$ cat src/rtl/spi_flash_reader_if.sv
// Request/response handshake between a fetch or load client and spi_flash_reader.
interface spi_flash_reader_if;
  logic        req_valid;
  logic        req_ready;
  logic [23:0] req_addr;
  logic        resp_valid;
  logic        resp_ready;
  logic [31:0] resp_data;

  modport master (
    output req_valid, req_addr, resp_ready,
    input  req_ready, resp_valid, resp_data
  );

  modport slave (
    input  req_valid, req_addr, resp_ready,
    output req_ready, resp_valid, resp_data
  );
endinterface

$ cat src/rtl/spi_flash_reader.sv
// SPI mode-0 master issuing single 03h READ frames (8 cmd + 24 addr + 32 data bits)
// to a serial NOR flash; returns one 32-bit word per accepted request.
module spi_flash_reader #(
  parameter int unsigned DIV   = 2,
  parameter bit          BSWAP = 1'b0
) (
  input  logic              clock,
  input  logic              reset_n,
  spi_flash_reader_if.slave bus,
  output logic              sck,
  output logic              ss_n,
  output logic              mosi,
  input  logic              miso
);

  localparam int unsigned      DIV_W    = (DIV > 1) ? $clog2(DIV) : 1;
  localparam int unsigned      BIT_W    = 6;
  localparam logic [DIV_W-1:0] DIV_LAST = DIV_W'(DIV - 1);
  localparam logic [7:0]       CMD_READ = 8'h03;

  typedef enum logic [1:0] {IDLE, SHIFT, DONE} state_e;

  state_e             state_q, state_d;
  logic [31:0]        tx_q, tx_d;
  logic [31:0]        rx_q, rx_d;
  logic [BIT_W-1:0]   bit_cnt_q, bit_cnt_d;
  logic [DIV_W-1:0]   div_cnt_q, div_cnt_d;
  logic               sck_q, sck_d;
  logic               ss_n_q, ss_n_d;
  logic               mosi_q, mosi_d;
  logic               resp_valid_q, resp_valid_d;
  logic [31:0]        resp_data_q, resp_data_d;
  logic               req_ready_q, req_ready_d;

  // State and pin registers
  always_ff @(posedge clock or negedge reset_n) begin
    if (!reset_n) begin
      state_q      <= IDLE;
      tx_q         <= '0;
      rx_q         <= '0;
      bit_cnt_q    <= '0;
      div_cnt_q    <= '0;
      sck_q        <= 1'b0;
      ss_n_q       <= 1'b1;
      mosi_q       <= 1'b0;
      resp_valid_q <= 1'b0;
      resp_data_q  <= '0;
      req_ready_q  <= 1'b1;
    end else begin
      state_q      <= state_d;
      tx_q         <= tx_d;
      rx_q         <= rx_d;
      bit_cnt_q    <= bit_cnt_d;
      div_cnt_q    <= div_cnt_d;
      sck_q        <= sck_d;
      ss_n_q       <= ss_n_d;
      mosi_q       <= mosi_d;
      resp_valid_q <= resp_valid_d;
      resp_data_q  <= resp_data_d;
      req_ready_q  <= req_ready_d;
    end
  end

  // Next-state: sck toggles each time div_cnt wraps; miso sampled on rising toggles
  always_comb begin
    state_d      = state_q;
    tx_d         = tx_q;
    rx_d         = rx_q;
    bit_cnt_d    = bit_cnt_q;
    div_cnt_d    = div_cnt_q;
    sck_d        = sck_q;
    ss_n_d       = ss_n_q;
    mosi_d       = mosi_q;
    resp_valid_d = resp_valid_q;
    resp_data_d  = resp_data_q;

    unique case (state_q)
      IDLE: begin
        if (bus.req_valid) begin
          tx_d      = {CMD_READ, bus.req_addr};
          ss_n_d    = 1'b0;
          sck_d     = 1'b0;
          mosi_d    = tx_d[31];
          bit_cnt_d = '0;
          div_cnt_d = '0;
          state_d   = SHIFT;
        end
      end
      SHIFT: begin
        if (div_cnt_q == DIV_LAST) begin
          div_cnt_d = '0;
          sck_d     = ~sck_q;
          if (!sck_q) begin
            if (bit_cnt_q >= BIT_W'(32)) begin
              rx_d = {rx_q[30:0], miso};
            end
          end else begin
            if (bit_cnt_q < BIT_W'(31)) begin
              tx_d   = {tx_q[30:0], 1'b0};
              mosi_d = tx_q[30];
            end else begin
              mosi_d = 1'b0;
            end
            bit_cnt_d = bit_cnt_q + BIT_W'(1);
            if (bit_cnt_q == BIT_W'(63)) begin
              ss_n_d       = 1'b1;
              resp_valid_d = 1'b1;
              resp_data_d  = BSWAP ? {rx_q[7:0], rx_q[15:8], rx_q[23:16], rx_q[31:24]} : rx_q;
              state_d      = DONE;
            end
          end
        end else begin
          div_cnt_d = div_cnt_q + DIV_W'(1);
        end
      end
      DONE: begin
        if (bus.resp_ready) begin
          resp_valid_d = 1'b0;
          state_d      = IDLE;
        end
      end
      default: state_d = IDLE;
    endcase

    req_ready_d = (state_d == IDLE);
  end

  assign sck            = sck_q;
  assign ss_n           = ss_n_q;
  assign mosi           = mosi_q;
  assign bus.req_ready  = req_ready_q;
  assign bus.resp_valid = resp_valid_q;
  assign bus.resp_data  = resp_data_q;

endmodule

$ cat src/flat_wrapper.sv
// flat-port wrapper written by rule: the top's interface ports become plain ports
module spi_flash_reader_flat 
#(
  parameter int unsigned DIV   = 2,
  parameter bit          BSWAP = 1'b0
)
  (clock, reset_n, sck, ss_n, mosi, miso, bus_req_valid, bus_req_addr, bus_resp_ready, bus_req_ready, bus_resp_valid, bus_resp_data);
  spi_flash_reader_if bus_i ();
  input  logic clock;
  input  logic reset_n;
  output logic sck;
  output logic ss_n;
  output logic mosi;
  input  logic miso;
  input wire logic [$bits(bus_i.req_valid)-1:0] bus_req_valid;
  input wire logic [$bits(bus_i.req_addr)-1:0] bus_req_addr;
  input wire logic [$bits(bus_i.resp_ready)-1:0] bus_resp_ready;
  output wire logic [$bits(bus_i.req_ready)-1:0] bus_req_ready;
  output wire logic [$bits(bus_i.resp_valid)-1:0] bus_resp_valid;
  output wire logic [$bits(bus_i.resp_data)-1:0] bus_resp_data;
  assign bus_i.req_valid = bus_req_valid;
  assign bus_i.req_addr = bus_req_addr;
  assign bus_i.resp_ready = bus_resp_ready;
  assign bus_req_ready = bus_i.req_ready;
  assign bus_resp_valid = bus_i.resp_valid;
  assign bus_resp_data = bus_i.resp_data;
  spi_flash_reader #(.DIV(DIV), .BSWAP(BSWAP)) u_core (.clock(clock), .reset_n(reset_n), .bus(bus_i), .sck(sck), .ss_n(ss_n), .mosi(mosi), .miso(miso));
endmodule
$ cat config.mk
export PLATFORM = sky130hd
export DESIGN_NAME = spi_flash_reader_flat
export DESIGN_NICKNAME = d
export VERILOG_FILES = /design/src/rtl/spi_flash_reader_if.sv /design/src/rtl/spi_flash_reader.sv /design/src/flat_wrapper.sv
export SDC_FILE = /design/constraint.sdc
export NUM_CORES = 1
export LEC_CHECK = 0
export BUFFER_PORTS_ARGS = -buffer_cell sky130_fd_sc_hd__buf_2
export CORE_AREA = 2 2 129 131
export DETAILED_ROUTE_END_ITERATION = 7
export DIE_AREA = 0 0 131 133
export GPL_ROUTABILITY_DRIVEN = 0
export PLACE_DENSITY = 0.53
export SLEW_MARGIN = 20
export SYNTH_ARGS = -nofsm -noshare
export SYNTH_HDL_FRONTEND = slang
export SYNTH_SLANG_ARGS = --single-unit
$ cat constraint.sdc
create_clock -name clock -period 3 [get_ports clock]
set_clock_uncertainty 0.2 [all_clocks]
set_input_delay 0.3 -clock clock [delete_from_list [all_inputs] [get_ports clock]]
set_output_delay 0.3 -clock clock [all_outputs]
set_load 0.1 [all_outputs]
==> results.md, run 1 <==
- Run status: completed
- Vias post-DR: about 2700
- Clock latency on the worst-skew pair: ~0.35 ns
- Crit start category: flop
- VDD IR-drop max: around 430 µV
- Worst EP required: around 3.0 ns
- Sequential cell area: roughly 2700 µm²
- Multi-input logic area: between 1500 and 2000 µm²
- Core Rows: 47
- CTS tree: yes
- Clock root buffer: clkbuf_16
- Headroom to the max-slew limit: 36.5%
- Placed wire-length estimate: around 5.6 mm
- Routed Wire Length: ~8.6 mm
- Final hold vios: 0
- Clock Sinks: 109
- Starting Density: 29.1%
- Logic pwr share: 24.0%
- Area grow syn2layout: 18.3%
- Register share of total power: 47.8%
- Hold Crit Class: input port to flop
- Crit share post-route: ~75%
- Met1 usage: 13.7%
- PD cells: ~750 nW/µm²
- Initial antenna violation count: 0
- First-pass GRT wire length: ~14 mm
- Mapped Cells: approximately 320
- Worst setup margin: approximately 0.74 ns
- Reg2Reg Depth: 5
- Pint: between 2000 and 3000 µW
- # fillers: 1612
- Avg Cell Area, Syn: around 15 µm²
- Layout cells sized above 1: 45.5%
- Seq cells post-synth: between 100 and 150
- Clock Tree Buf Depth: 2
- I/O Buffers: 65
- Grt ovf: 0
- Place WS: about 0.75 ns
- Crit path max fanout: 23
- Met3 Use GR: 4.89%
- Die ar.: about 17000 µm²
- CP endpoint kind: flop
- Post-synthesis cell area: 4710 µm²
- Seq/Total Area, Yosys: between 50 and 60%
- Clock transition at the registers of the reported paths: 0.07 ns
- DR iter-0 viols: 103
- Leakage: between 0.002 and 0.003 µW
- Setup TNS: 0 ns
- Max Clk Rate: 443 MHz
- Crit path kind: flop to flop
- Global routing usage on met2: between 10% and 20%
- Layout net count: about 420
- Largest net degree at the start of global routing: 40
- Clock power share: 28.2%
- Synth warnings: 0
- Core area: approximately 16000 µm²
- Drc violations: 0
- ANT nets after route: 0
- Commonest non-fill, non-tap cell in the layout: dfrtp_1
- Via density: ~4.3
- Slew of the pin with the lowest slew margin: 0.950 ns
- DR pass1 iterations: 4
- # diodes: 0
- Busiest layer in global routing: met2
- Total GRT Usage: between 10% and 20%
- DR WL/cell: 14.1 µm
- Die Span Y: 133 µm
- Tmin final: between 2 and 2.5 ns
- Sw frac: between 30% and 40%
- I/O Pins: 66
- H-tree levels: 3
- Crit path arrival time: roughly 2.3 ns
- Setup violators final: 0
- RSZ-0062 raised after global routing: false
- Post-synthesis cell type count: 40
- Hold path cells: 3
- Post-synthesis net count: 347
- Fin. max-slew vios: 0
- Total CTS buffers: 9
- Most frequent cells in the layout: 107 x dfrtp_1, 71 x mux2_2, 64 x buf_2
- Die Wd: 131 µm
- P_sw: roughly 1300 µW
- Max Cap Viol: 0
- Vias in the first global route: roughly 2800
worst max-delay path, stage by stage (launching register included):
cell and delay, ns:
dfrtp_1 0.43, ha_1 0.27, and4_1 0.27, o31ai_4 0.22, buf_4 0.37, mux2_2 0.38
kinds of logic after synthesis:
logic type / count (synthesis) / synth area share [%]
compound gates: 19 / 3.03
mux: 118 / 28.7
fa+ha+maj: 2 / 0.531
flops: 109 / 58.0
simple gates: 46 / 6.38
buf+inv: 22 / 3.40
cells in the mapped netlist (all sizes together):
cell,count,area share [%]
a211oi,1,0.16
a21boi,1,0.16
a21o,1,0.16
a21oi,1,0.11
a32o,1,0.21
and4,1,0.19
buf,16,2.9
dfrtp,107,57
dfstp,2,1.1
ha,2,0.53
inv,6,0.48
mux2,108,27
mux2i,10,2.1
nand2,17,1.4
nand2b,2,0.27
nand3,6,0.74
nand3b,1,0.43
nand4,2,0.27
nand4b,1,0.50
nor2,6,0.48
nor2b,1,0.13
nor3,3,0.80
nor3b,2,0.56
o211ai,3,0.48
o21a,1,0.16
o21ai,6,0.64
o21bai,1,0.16
o22a,1,0.19
o31ai,2,0.61
or3b,1,0.19
or4,3,0.48
final timing paths:
check                                                 end                            start  slack (ns)
setup / recovery               u_core.tx_q[1]$_DFFE_PN0P_  u_core.bit_cnt_q[0]$_DFFE_PN0P_        0.74
hold reg to reg                u_core.tx_q[6]$_DFFE_PN0P_       u_core.tx_q[6]$_DFFE_PN0P_        0.28
min in group asynchronous      u_core.rx_q[1]$_DFFE_PN0P_                          reset_n        0.26
max in group asynchronous      u_core.tx_q[7]$_DFFE_PN0P_                          reset_n        1.51
hold / removal             u_core.bus.req_ready$_DFF_PN1_                   bus_resp_ready        0.03
setup reg to reg               u_core.tx_q[1]$_DFFE_PN0P_  u_core.bit_cnt_q[0]$_DFFE_PN0P_        0.74
repair_timing:
action / CTS / global route
hold endpoints to repair: 37 / 0
gates resized for setup: 0 / 0
hold buffers: 4 / 0
buffers inserted: 0 / 0
power groups by stage:
stage	clock, µW	sequential (µW)	combinational, µW
2_1_floorplan	0	2070	748
3_3_place_gp	0	2000	987
3_5_place_dp	0	2010	1010
4_1_cts	1230	1990	1020
5_1_grt	1300	2030	1100
6_report	1170	1980	997
flip-flops by register name, indices dropped and copies added (netlist names):
signal                 cells
u_core.bit_cnt_q           6
u_core.bus.req_ready       1
u_core.bus.resp_data      32
u_core.bus.resp_valid      1
u_core.div_cnt_q           1
u_core.mosi                1
u_core.rx_q               32
u_core.sck                 1
u_core.ss_n                1
u_core.state_q             2
u_core.tx_q               31
routing by layer:
metal  routed length [µm]  vias to the layer above
met3                  461                        7
met1                 4010                     1335
met4                   67                        0
met2                 4090                       54
li1                     -                     1268
met5                    0                        -
layout make-up:
class / count / area share [%]
multi-input combinational: 185 / 32.7
tap: 220 / 4.94
clock buffer: 10 / 4.29
clock inverter: 6 / 0.944
inverter: 6 / 0.404
sequential: 109 / 49.0
timing repair buffer: 77 / 7.69
metrics by stage:
step	instance area, µm²	hold slack (ns)	util [%]	power [µW]	cells
floorplan	4710	-0.196	-	2820	316
global placement	5240	0.101	32.4	2990	593
detailed placement	5240	0.0998	32.4	3020	593
CTS	5570	0.0165	34.4	4240	613
global route	5570	0.0221	34.4	4430	613
finish	5570	0.0295	34.4	4150	613
(Power assumes the default switching activity.)
==> run 2, diff against run 1 <==
==> constraint.sdc (replaced) <==
create_clock -name clock -period 2.2 [get_ports clock]
set_clock_uncertainty 0.2 [all_clocks]
set_input_delay 0.22 -clock clock [delete_from_list [all_inputs] [get_ports clock]]
set_output_delay 0.22 -clock clock [all_outputs]
set_load 0.1 [all_outputs]
==> run 2 against run 1 <==
Compared with the run above: clock-buffer cell count unchanged; core utilization rose by 0.92 points; clock power grew 35%; largest power group unchanged; non-clock buffer count increased by 9; flip-flop and latch count stayed put; routed wire length fell by 3.1%; sequential power up 36%; critical path type unchanged; critical path depth is the same; global-route usage shrank 0.31 points; worst setup slack lost 0.61 ns; combinational power is 44% higher.
==> results.md, run 2 (same netlist as run 1, synthesis figures left out) <==
- Total GRT Usage: 10.4% (-0.31 points)
- Crit start category: flop
- VDD IR-drop max: 409 µV (-5.4%)
- # diodes: 0 (unchanged)
- CP max stage delay: 0.41 ns (-0.02 ns)
- Layout cells sized above 1: 46.3% (+0.72 points)
- I/O Buffers: 65 (unchanged)
- # fillers: 1598 (-0.87%)
- Clock transition at the registers of the reported paths: 0.07 ns (about the same)
- Clock root buffer: clkbuf_16
- Worst path cell trace: ha_1, and4_1, o31ai_4, buf_12, mux2_2
- Tmin final: 2.07 ns (-0.192 ns)
- Worst setup margin: 0.132 ns (-0.608 ns)
- Place WS: 0.130 ns (-0.617 ns)
- Clock latency on the worst-skew pair: 0.35 ns (about the same)
- DR pass1 iterations: 4 (unchanged)
- Total setup buffers inserted after CTS: 0 (unchanged)
- Routed Wire Length: 8.36 mm (-3.1%)
- Area grow syn2layout: 21.4%
- Slew of the pin with the lowest slew margin: 0.500 ns (-0.450 ns)
- Fin. max-slew vios: 0 (unchanged)
- Commonest non-fill, non-tap cell in the layout: dfrtp_1
- Drc violations: 0 (unchanged)
- Crit share post-route: 94.0% (+19 points)
- Worst EP required: 2.24 ns (-0.80 ns)
- Crit path kind: flop to flop
- Vias post-DR: 2698 (+1.3%)
- CTS resizes: 0 (unchanged)
- ANT nets after route: 0 (unchanged)
- Largest net degree at the start of global routing: 46 (+15%)
- Core Rows: 47 (unchanged)
- CP endpoint kind: flop
- DR WL/cell: 13.4 µm (-4.5%)
- DR iter-0 viols: 99 (-3.9%)
- H-tree levels: 3 (unchanged)
- Most frequent cells in the layout: 106 x dfrtp_1, 71 x mux2_2, 64 x buf_2
- Placed wire-length estimate: 5.51 mm (-1.8%)
- Final hold vios: 0 (unchanged)
- Crit path max fanout: 23 (unchanged)
- Run status: completed
- Setup violators final: 0 (unchanged)
- Via density: 4.34 (-0.19%)
- CTS Hold Buffers Added: 7 (+3)
- Die Span Y: 133 µm (unchanged)
- Core area: 16200 µm² (unchanged)
- Max Cap Viol: 0 (unchanged)
- Initial antenna violation count: 0 (unchanged)
- Die ar.: 17400 µm² (unchanged)
- Final core occ: 35.4% (+0.92 points)
- PD cells: 1000 nW/µm² (+34%)
- Clock Tree Buf Depth: 2 (unchanged)
- Setup TNS: 0 ns (unchanged)
- CTS tree: yes
- Layout net count: 428 (+2.1%)
- Grt ovf: 0 (unchanged)
- RSZ-0062 raised after global routing: false
- Total power: 5720 µW (+38%)
- Clock Sinks: 109 (unchanged)
- First-pass GRT wire length: 14.1 mm (-1.5%)
- Total CTS buffers: 9 (unchanged)
- I/O Pins: 66 (unchanged)
- Leakage: 0.00285 µW (+2.4%)
- Max Clk Rate: 483 MHz (+9.3%)
- Critical path's slowest cell: dfrtp_1
- Crit path arrival time: 2.11 ns (-0.19 ns)
- Vias in the first global route: 2854 (+3.3%)
- Die Wd: 131 µm (unchanged)
- Starting Density: 29.1% (unchanged)
- Hold Crit Class: input port to flop
- Headroom to the max-slew limit: 66.9% (+30 points)
run 2: cell type report:
class	instances	area (µm²)	area share, %
Timing Repair Buffer	86	578	10.1
Inverter	6	22.5	0.394
Clock buffer	10	239	4.18
Multi-Input combinational cell	185	1820	31.8
Clock inverter	6	50.0	0.875
Tap cell	220	275	4.82
Sequential cell	109	2730	47.8
run 2: worst max-delay path: cells and delay by family (launching register included):
kind	cells	cell delay (ns)
compound gates	1	0.27
simple gates	1	0.26
mux	1	0.35
buf+inv	1	0.22
fa+ha+maj	1	0.23
flops	1	0.41
run 2: report_power, final:
part	switching, µW	internal, µW	total [µW]
combinational	671	767	1440
sequential	285	2410	2700
clock	766	818	1580
run 2: layer usage:
| layer | wire, µm | GRT usage [%] |
|---|---|---|
| met2 | 3990 | 16.2 |
| met5 | 0 | 0 |
| met1 | 3710 | 12.7 |
| met4 | 102 | 3.01 |
| met3 | 560 | 5.05 |
run 2: final timing paths:
path | end | startpoint | cells after the start | slack (ns)
max | u_core.tx_q[11]$_DFFE_PN0P_ | u_core.bit_cnt_q[1]$_DFFE_PN0P_ | 5 | 0.13
min | u_core.tx_q[8]$_DFFE_PN0P_ | bus_req_addr[8] | 3 | 0.02
max reg2reg | u_core.tx_q[11]$_DFFE_PN0P_ | u_core.bit_cnt_q[1]$_DFFE_PN0P_ | 5 | 0.13
min reg2reg | u_core.bus.resp_data[26]$_DFFE_PN0P_ | u_core.bus.resp_data[26]$_DFFE_PN0P_ | 1 | 0.28
max in group asynchronous | u_core.bus.req_ready$_DFF_PN1_ | reset_n | 3 | 1.05
min in group asynchronous | u_core.bus.resp_data[0]$_DFFE_PN0P_ | reset_n | 2 | 0.14
run 2: metrics by stage:
step | std cells | instance area (µm²) | hold WS (ns)
floorplan | 316 | 4710 | -0.276
global placement | 599 | 5360 | -0.0313
detailed placement | 599 | 5360 | -0.0220
CTS | 622 | 5720 | 0.00382
global route | 622 | 5720 | 0.0211
finish | 622 | 5720 | 0.0247
